### src/rtl/mips32_pkg.sv
// Shared definitions for the MIPS32 boot/run/readback controller and its benches.
// Holds the run-control state encoding, default widths and the HLT opcode.
package mips32_pkg;

    localparam int DEF_DATA_W = 32;
    localparam int DEF_ADDR_W = 10;
    localparam int DEF_TO_W   = 16;

    localparam logic [5:0] OP_HLT = 6'h3f;

    typedef enum logic [2:0] {
        ST_IDLE      = 3'd0,
        ST_INIT      = 3'd1,
        ST_RUN       = 3'd2,
        ST_DUMP_ADDR = 3'd3,
        ST_DUMP_CAP  = 3'd4,
        ST_DUMP_OUT  = 3'd5,
        ST_DONE      = 3'd6
    } run_state_t;

    function automatic logic is_hlt(input logic [31:0] word);
        return word[31:26] == OP_HLT;
    endfunction

endpackage

### src/rtl/mips32_run_timer.sv
// Run-cycle counter: load clears the count and latches a limit, enable counts up
// with saturation, and tc flags the cycle whose increment reaches a nonzero limit.
module mips32_run_timer #(
    parameter int W = 16
) (
    input  logic         clk,
    input  logic         rst,
    input  logic         load,
    input  logic         en,
    input  logic [W-1:0] limit,
    output logic [W-1:0] count,
    output logic         tc
);

    localparam logic [W-1:0] CNT_MAX = '1;
    localparam logic [W-1:0] CNT_ONE = {{(W-1){1'b0}}, 1'b1};

    logic [W-1:0] limit_q;
    logic         at_max;

    assign at_max = (count == CNT_MAX);

    always_ff @(posedge clk or posedge rst) begin
        if (rst) begin
            count   <= '0;
            limit_q <= '0;
        end else if (load) begin
            count   <= '0;
            limit_q <= limit;
        end else if (en && !at_max) begin
            count <= count + CNT_ONE;
        end
    end

    // A zero limit means unlimited, so tc never fires and the count just saturates.
    assign tc = en && (limit_q != '0) && !at_max && ((count + CNT_ONE) == limit_q);

endmodule

### src/rtl/mips32_run_ctrl.sv
// Boot/run/readback sequencer for the pipelined MIPS32 core: loads memory,
// pulses core init, runs until HLT or timeout, then streams a result window out.
module mips32_run_ctrl
    import mips32_pkg::*;
#(
    parameter int DATA_W = DEF_DATA_W,
    parameter int ADDR_W = DEF_ADDR_W,
    parameter int TO_W   = DEF_TO_W
) (
    input  logic              clk,
    input  logic              rst,
    input  logic              ld_valid,
    output logic              ld_ready,
    input  logic [ADDR_W-1:0] ld_addr,
    input  logic [DATA_W-1:0] ld_data,
    input  logic              run_start,
    input  logic [ADDR_W-1:0] dump_base,
    input  logic [ADDR_W-1:0] dump_len,
    input  logic [TO_W-1:0]   timeout_cycles,
    output logic              mem_we,
    output logic [ADDR_W-1:0] mem_addr,
    output logic [DATA_W-1:0] mem_wdata,
    input  logic [DATA_W-1:0] mem_rdata,
    output logic              core_init,
    output logic              core_run,
    input  logic              core_halted,
    output logic              rd_valid,
    input  logic              rd_ready,
    output logic [ADDR_W-1:0] rd_addr,
    output logic [DATA_W-1:0] rd_data,
    output logic              busy,
    output logic              timed_out,
    output logic [TO_W-1:0]   cycle_count,
    output run_state_t        dbg_state
);

    localparam logic [ADDR_W-1:0] A_ONE = {{(ADDR_W-1){1'b0}}, 1'b1};

    run_state_t        state, state_d;
    logic [ADDR_W-1:0] ptr;
    logic [ADDR_W-1:0] remaining;
    logic              idle_like;
    logic              start_ok;
    logic              ld_fire;
    logic              run_exit;
    logic              rd_fire;
    logic              timer_tc;

    // Handshakes: a word moves on a clock edge where valid and ready are both high;
    // the source holds valid and payload stable until then and never withdraws.
    assign idle_like = (state == ST_IDLE) || (state == ST_DONE);
    assign start_ok  = idle_like && run_start;
    assign ld_ready  = idle_like && !run_start && !rst;
    assign ld_fire   = ld_valid && ld_ready;
    assign run_exit  = (state == ST_RUN) && (core_halted || timer_tc);
    assign rd_fire   = (state == ST_DUMP_OUT) && rd_ready;
    assign busy      = !idle_like;
    assign dbg_state = state;

    mips32_run_timer #(
        .W(TO_W)
    ) u_timer (
        .clk  (clk),
        .rst  (rst),
        .load (start_ok),
        .en   (state == ST_RUN),
        .limit(timeout_cycles),
        .count(cycle_count),
        .tc   (timer_tc)
    );

    always_ff @(posedge clk or posedge rst) begin
        if (rst) begin
            state <= ST_IDLE;
        end else begin
            state <= state_d;
        end
    end

    always_comb begin
        state_d   = state;
        core_init = 1'b0;
        core_run  = 1'b0;
        rd_valid  = 1'b0;
        mem_we    = 1'b0;
        mem_addr  = '0;
        mem_wdata = '0;
        case (state)
            ST_IDLE, ST_DONE: begin
                if (run_start) begin
                    state_d = ST_INIT;
                end else if (ld_fire) begin
                    mem_we    = 1'b1;
                    mem_addr  = ld_addr;
                    mem_wdata = ld_data;
                end
            end
            ST_INIT: begin
                core_init = 1'b1;
                state_d   = ST_RUN;
            end
            ST_RUN: begin
                core_run = 1'b1;
                if (run_exit) begin
                    state_d = (remaining == '0) ? ST_DONE : ST_DUMP_ADDR;
                end
            end
            // Memory read data is registered, so the address leads the capture by one cycle.
            ST_DUMP_ADDR: begin
                mem_addr = ptr;
                state_d  = ST_DUMP_CAP;
            end
            ST_DUMP_CAP: begin
                state_d = ST_DUMP_OUT;
            end
            ST_DUMP_OUT: begin
                rd_valid = 1'b1;
                if (rd_ready) begin
                    state_d = (remaining == A_ONE) ? ST_DONE : ST_DUMP_ADDR;
                end
            end
            default: begin
                state_d = ST_IDLE;
            end
        endcase
    end

    always_ff @(posedge clk or posedge rst) begin
        if (rst) begin
            ptr       <= '0;
            remaining <= '0;
            rd_addr   <= '0;
            rd_data   <= '0;
            timed_out <= 1'b0;
        end else begin
            if (start_ok) begin
                ptr       <= dump_base;
                remaining <= dump_len;
                timed_out <= 1'b0;
            end
            // A halt in the same cycle as the limit counts as a clean finish.
            if (run_exit && timer_tc && !core_halted) begin
                timed_out <= 1'b1;
            end
            if (state == ST_DUMP_CAP) begin
                rd_data <= mem_rdata;
                rd_addr <= ptr;
            end
            if (rd_fire) begin
                ptr       <= ptr + A_ONE;
                remaining <= remaining - A_ONE;
            end
        end
    end

endmodule

### config.mk
export PLATFORM = sky130hd
export DESIGN_NAME = mips32_run_ctrl
export DESIGN_NICKNAME = d
export VERILOG_FILES = /design/src/rtl/mips32_pkg.sv /design/src/rtl/mips32_run_timer.sv /design/src/rtl/mips32_run_ctrl.sv
export SDC_FILE = /design/constraint.sdc
export NUM_CORES = 1
export LEC_CHECK = 0
export CAP_MARGIN = 0
export CORE_UTILIZATION = 43
export CTS_CLUSTER_DIAMETER = 120
export DETAILED_ROUTE_END_ITERATION = 16
export GPL_ROUTABILITY_DRIVEN = 0
export PLACE_DENSITY = 0.88
export SETUP_SLACK_MARGIN = 0.15
export SYNTH_ARGS = -nofsm -noshare
export SYNTH_HDL_FRONTEND = slang
export SYNTH_SLANG_ARGS = --single-unit
### constraint.sdc
create_clock -name clk -period 3.9 [get_ports clk]
set_clock_uncertainty 0.2 [all_clocks]
set_input_delay 0.39 -clock clk [delete_from_list [all_inputs] [get_ports clk]]
set_output_delay 0.39 -clock clk [all_outputs]
set_load 0.03 [all_outputs]
==> results_dict.tcl, run 1 <==
set metrics [dict create \
    hold_buffers 0 \
    ys.flop_type "dfrtp_1" \
    ant_nets 0 \
    rsz0062_at_grt "false" \
    max-vdd-ir-drop_v 0.000325 \
    outcome "completed" \
    place_inst 878 \
    final_cells 894 \
    path_class "flip-flop to output port" \
    first_global_vias 5068 \
    fillCellCount 924 \
    clock-sinks 98 \
    ys_async_sr_fraction_pct 100 \
    crit_buf_inv 2 \
    grt-ovfl-total 0 \
    grt_pass1_wl_um 25100 \
    nets 862 \
    post_cts_buffers 0 \
    synthTopCellsByArea "dfrtp_1 (46%), mux2_2 (9.0%), nand2_1 (5.3%)" \
    synth.most_common_cell "dfrtp_1" \
    drc 0 \
    slowest_delay_ns 0.68 \
    grt_max_degree 75 \
    cap_viol_max_count 0 \
    core_area_um2 12000 \
    cts_resized 0 \
    cellLeakagePower_nw 3.36 \
    slew_headroom_pct 22.2 \
    first_pass_iters 5 \
    critical-path-top-delay-family "buffers and inverters" \
    ys_seq_elements 98 \
    cts_root_buf "clkbuf_16" \
    drt_wl_total_um 16100 \
    grt_use_met2_pct 45.7 \
    met3_usage_pct 4.82 \
    period_needed_ns 3.43 \
    worst_path_max_delay_cell "clkdlybuf4s50_1" \
    dr_total_vias 5097 \
    syn-num-nets 652 \
    busiest_layer "met2" \
    dieHeight_um 113 \
    start_util_pct 44.0 \
    fp.dieArea_um2 12700 \
    dp_hpwl_um 12200 \
    die_width_um 113 \
    htreeDepth 3 \
    yosys-top-cells-count "dfrtp_1 (98), nand2_1 (74), mux2_2 (42)" \
    syn-cell-area_um2 5280 \
    power_w 0.00574 \
    grt_usage_pct 25.5 \
    drt_iter0_markers 296 \
    finalCritPeriodShare_pct 88.1 \
    rows 40 \
    tns_ns 0 \
    antenna_found_initial 0 \
    finalHoldViolCount 0 \
    io_pins 226 \
    fmax_mhz 291 \
    critPathRequiredTime_ns 3.31 \
    endpoint_kind "output port" \
    met1_usage_pct 29.1 \
    cts_tree "built" \
    drive_gt1_share_pct 11.1 \
    yosys.area.top_type "dfrtp_1" \
    yosys_warnings 0 \
    synth_top_area_share_pct 46.4 \
    path_cells "xor2_1 > nor2_1 > inv_1 > nor3_2 > and2_1 > a22o_1 > clkdlybuf4s50_1" \
    synth.avg_cell_area_um2 9.92 \
    diodes 0 \
    ys_types 61 \
    cts_buffers 9 \
    hold_path.class "flip-flop to flip-flop" \
    clock_latency_ns 0.34 \
    tightest_slew_ns 1.16 \
    synth-edff-count 0 \
    syn_inst 532 \
    ys_seq_area_share_pct 46.4 \
    slew_violations 0 \
    clk_path_buf_depth 2 \
    post_drt_wl_per_cell_um 18.0 \
    areaGrowthSynthToFinish_pct 50.7 \
    powerDensity_nw_per_um2 721 \
    clkTransAtPathRegs_ns 0.07 \
    start_kind "flip-flop" \
    crit_path_max_fanout 11 \
    setup_violations 0 \
    cp.arrival_ns 2.84 \
    io_buffers 225 \
    via_per_inst 5.70 \
]
==> tightest hold or removal path, delay by kind of cell, from the launching register on <==
| family | cells | cell delay (ns) |
|---|---|---|
| DFF | 1 | 0.35 |
| AOI/OAI and AO/OA | 1 | 0.06 |
| and+or+nand+nor | 1 | 0.05 |
==> registers in the layout (all words and copies together) (netlist names) <==
signal / cells
remaining: 10
rd_addr: 10
u_timer.limit_q: 16
rd_data: 32
u_timer.count: 16
timed_out: 1
ptr: 10
dbg_state: 3
==> metrics by stage <==
step                cell area (um2)  utilization (%)  hold WS, ns  setup slack [ns]
floorplan                      5280                -        0.281             0.748
global placement               7650             63.7        0.275             0.924
detailed placement             7650             63.7        0.278             0.818
CTS                            7960             66.3        0.294             0.462
global route                   7960             66.3        0.317             0.283
finish                         7960             66.3        0.289             0.466
==> per-layer routing <==
layer	vias up	wire, um
met1	2439	5940
met4	0	505
li1	2347	-
met5	-	0
met3	41	1140
met2	270	8500
==> final timing paths <==
kind                                  start  depth (start not counted)  slack [ns]               end
max                            dbg_state[2]                          7        0.47       mem_addr[0]
min                               timed_out                          2        0.29         timed_out
max reg2reg                u_timer.count[0]                          7        0.91  u_timer.count[4]
min reg2reg                       timed_out                          2        0.29         timed_out
max in group asynchronous               rst                          3        2.31       rd_data[18]
min in group asynchronous               rst                          2        0.46       rd_data[25]
==> where the power goes <==
part           leakage, nW  internal (W)  total, W  switching, W
logic                 2.00       0.00131   0.00294       0.00163
registers             1.21       0.00145   0.00188      0.000431
clock network        0.149      0.000509  0.000918      0.000409
==> logic make-up after synthesis <==
kind of cell | share of synthesized area, %
AND/OR/NAND/NOR | 22.2
AO/OA/AOI/OAI | 13.6
flip-flops | 46.4
buffers and inverters | 3.44
multiplexers | 9.15
XOR/XNOR | 4.29
adder cells (fa/ha/maj) | 0.948
==> placed cells by master (no fill, tap or decap), drive strengths merged, types with 5 or more instances in the layout <==
master         netlist  routed
xnor2               18      18
nor3                 9       9
a21oi               13      13
o21ai               31      31
nand2               74      74
a22oi                5       5
o31ai                8       8
nand4               10      10
nand3               15      15
mux2                42      42
a22o                10      10
nor2b                8       8
clkdlybuf4s50        0     225
and3                38      38
and4                 5       5
nor4                 8       8
inv                  9      12
clkbuf              20       9
buf                 14       8
dfrtp               98      98
xor2                 7       7
nor2                31      31
==> final cells by class <==
type	instances	area [um2]	area share [%]
clock buffer	9	225	2.83
clock inverter	7	83.8	1.05
inverter	9	36.3	0.456
multi-input combinational	391	2660	33.5
sequential	98	2450	30.8
tap	147	184	2.31
timing repair buffer	233	2310	29.1
Note: power is estimated with default switching activity, not from simulation.
==> run 2: changes to the inputs <==
CELL_PAD_IN_SITES_DETAIL_PLACEMENT = 0   (was default)
CELL_PAD_IN_SITES_GLOBAL_PLACEMENT = 2   (was default)
CORE_UTILIZATION = 25   (was 43)
==> run 2 against run 1 <==
  * Routed wire length increased by 4.0%
  * Clock power is 2.3% higher
  * Critical path type unchanged
  * Hold slack better by 0.0048 ns
  * Sequential cell count did not move
  * Total power grew 0.61%
  * Maximum frequency up 0.47%
  * Non-clock buffer count is 5 higher
==> results_dict.tcl, run 2 (synthesis results as in run 1) <==
set metrics [dict create \
    setup_violations 0 \
    grt_usage_pct 15.7 \
    via_per_inst 4.79 \
    crit_path_max_fanout 11 \
    die_width_um 147 \
    max-vdd-ir-drop_v 0.000204 \
    clock-sinks 98 \
    drt_wl_total_um 16700 \
    ant_nets 0 \
    finalCritPeriodShare_pct 87.6 \
    nets 867 \
    start_kind "flip-flop" \
    sw_frac_of_total_pct 42.8 \
    grt-ovfl-total 0 \
    diodes 0 \
    grt_pass1_wl_um 26700 \
    reg2reg_to "u_timer.count[5]" \
    start_util_pct 25.8 \
    multi_input_area_um2 2670 \
    largest_reg_flops 32 \
    layout_common_cells "clkdlybuf4s50_1 (225), dfrtp_1 (98), nand2_1 (74)" \
    grt_max_degree 60 \
    slowest_delay_ns 0.69 \
    cellLeakagePower_nw 3.39 \
    worst_path_max_delay_cell "clkdlybuf4s50_1" \
    hold_path.class "flip-flop to flip-flop" \
    clock_latency_ns 0.35 \
    finalInstanceArea_um2 8170 \
    dp_hpwl_um 12500 \
    dieHeight_um 147 \
    seq_area_um2 2450 \
    fmax_mhz 293 \
    drt_iter0_markers 261 \
    r2r_slack_ns 1.03 \
    endpoint_kind "output port" \
    setup_slack_ns 0.482 \
    cts_buffers 9 \
    hold_buffers 0 \
    cts_root_buf "clkbuf_16" \
    post_cts_buffers 0 \
    io_buffers 225 \
    clkTransAtPathRegs_ns 0.07 \
    whs_endpoint "timed_out" \
    path_class "flip-flop to output port" \
    tightest_slew_ns 0.889 \
    rr_worst_depth 8 \
    reg2reg_from "u_timer.count[0]" \
    hp-start "timed_out" \
    cts_tree "built" \
    areaGrowthSynthToFinish_pct 54.6 \
    place_ws_ns 0.832 \
    p_int_w 0.00330 \
    tns_ns 0 \
    first_pass_iters 4 \
    rsz0062_at_grt "false" \
    critPathRequiredTime_ns 3.31 \
    period_needed_ns 3.42 \
    rows 52 \
    clkPwrFrac_pct 16.3 \
    clk_path_buf_depth 2 \
    drive_gt1_share_pct 11.8 \
    hold_path_depth 2 \
    first_global_vias 4854 \
    reg.largest.list "rd_data: 32 flops, u_timer.count: 16 flops, u_timer.limit_q: 16 flops" \
    cts_resized 0 \
    top_register "rd_data" \
    cap_viol_max_count 0 \
    io_pins 226 \
    final_common_cell "clkdlybuf4s50_1" \
    cp.arrival_ns 2.83 \
    htreeDepth 3 \
    drc 0 \
    outcome "completed" \
    antenna_found_initial 0 \
    slew_headroom_pct 40.6 \
    post_drt_wl_per_cell_um 16.4 \
    finalHoldViolCount 0 \
    core_area_um2 20500 \
    fp.dieArea_um2 21700 \
    path_cells "xor2_1 > nor2_1 > inv_1 > nor3_2 > and2_1 > a22o_1 > clkdlybuf4s50_1" \
    dr_total_vias 4898 \
    slew_violations 0 \
    powerDensity_nw_per_um2 707 \
    fillCellCount 2050 \
    place_area_um2 7860 \
    seq_power_share_pct 32.4 \
    combPwrFrac_pct 51.3 \
    p_sw_w 0.00247 \
]
## run 2: cell types whose count changed in the layout (fill, tap and decap cells not counted), sizes merged
cell / change
buf: +5
inv: +1
clkinvlp: -1
## run 2: worst max-delay path by stage
stage                  from           end  depth (start not counted)
2_1_floorplan           rst  dbg_state[0]                          1
3_3_place_gp      run_start   mem_addr[3]                          5
3_5_place_dp      run_start   mem_addr[3]                          5
4_1_cts        dbg_state[1]   mem_addr[3]                          7
5_1_grt        dbg_state[2]   mem_addr[3]                          7
6_report       dbg_state[1]   mem_addr[3]                          7
## run 2: critical path: cells and delay by family (launching register included)
kind            cells  cell delay, ns
xor+xnor            1            0.22
compound gates      1            0.21
buf+inv             2            0.77
flops               1            0.49
simple gates        3            0.78
## run 2: final cells by class
class | count | area share, %
Multi-Input combinational cell | 391 | 32.7
Sequential cell | 98 | 30.0
Timing Repair Buffer | 238 | 28.9
Tap cell | 270 | 4.14
Clock buffer | 9 | 2.76
Clock inverter | 7 | 1.03
Inverter | 9 | 0.444
## run 2: power by group through the flow
stage / Clock (W) / Sequential, W / Combinational, W
floorplan: 0 / 0.00224 / 0.00142
global route: 0.00101 / 0.00195 / 0.00319
CTS: 0.000970 / 0.00187 / 0.00299
detailed placement: 0 / 0.00190 / 0.00298
global placement: 0 / 0.00188 / 0.00297
finish: 0.000939 / 0.00187 / 0.00296
## run 2: per-layer routing
layer / track usage, % / vias up / part of all wire [%]
li1: - / 2367 / -
met1: 20.8 / 2353 / 45
met2: 25.6 / 161 / 47
met3: 2.83 / 17 / 5.7
met4: 5.46 / 0 / 1.5
met5: 0 / - / 0
## run 2: stage by stage
step / cells / hold slack (ns) / util [%] / total power, W
6_report: 1022 / 0.294 / 39.8 / 0.00577
3_5_place_dp: 1006 / 0.283 / 38.3 / 0.00488
3_3_place_gp: 1006 / 0.280 / 38.3 / 0.00485
4_1_cts: 1022 / 0.299 / 39.8 / 0.00584
2_1_floorplan: 532 / 0.281 / - / 0.00366
5_1_grt: 1022 / 0.319 / 39.8 / 0.00615
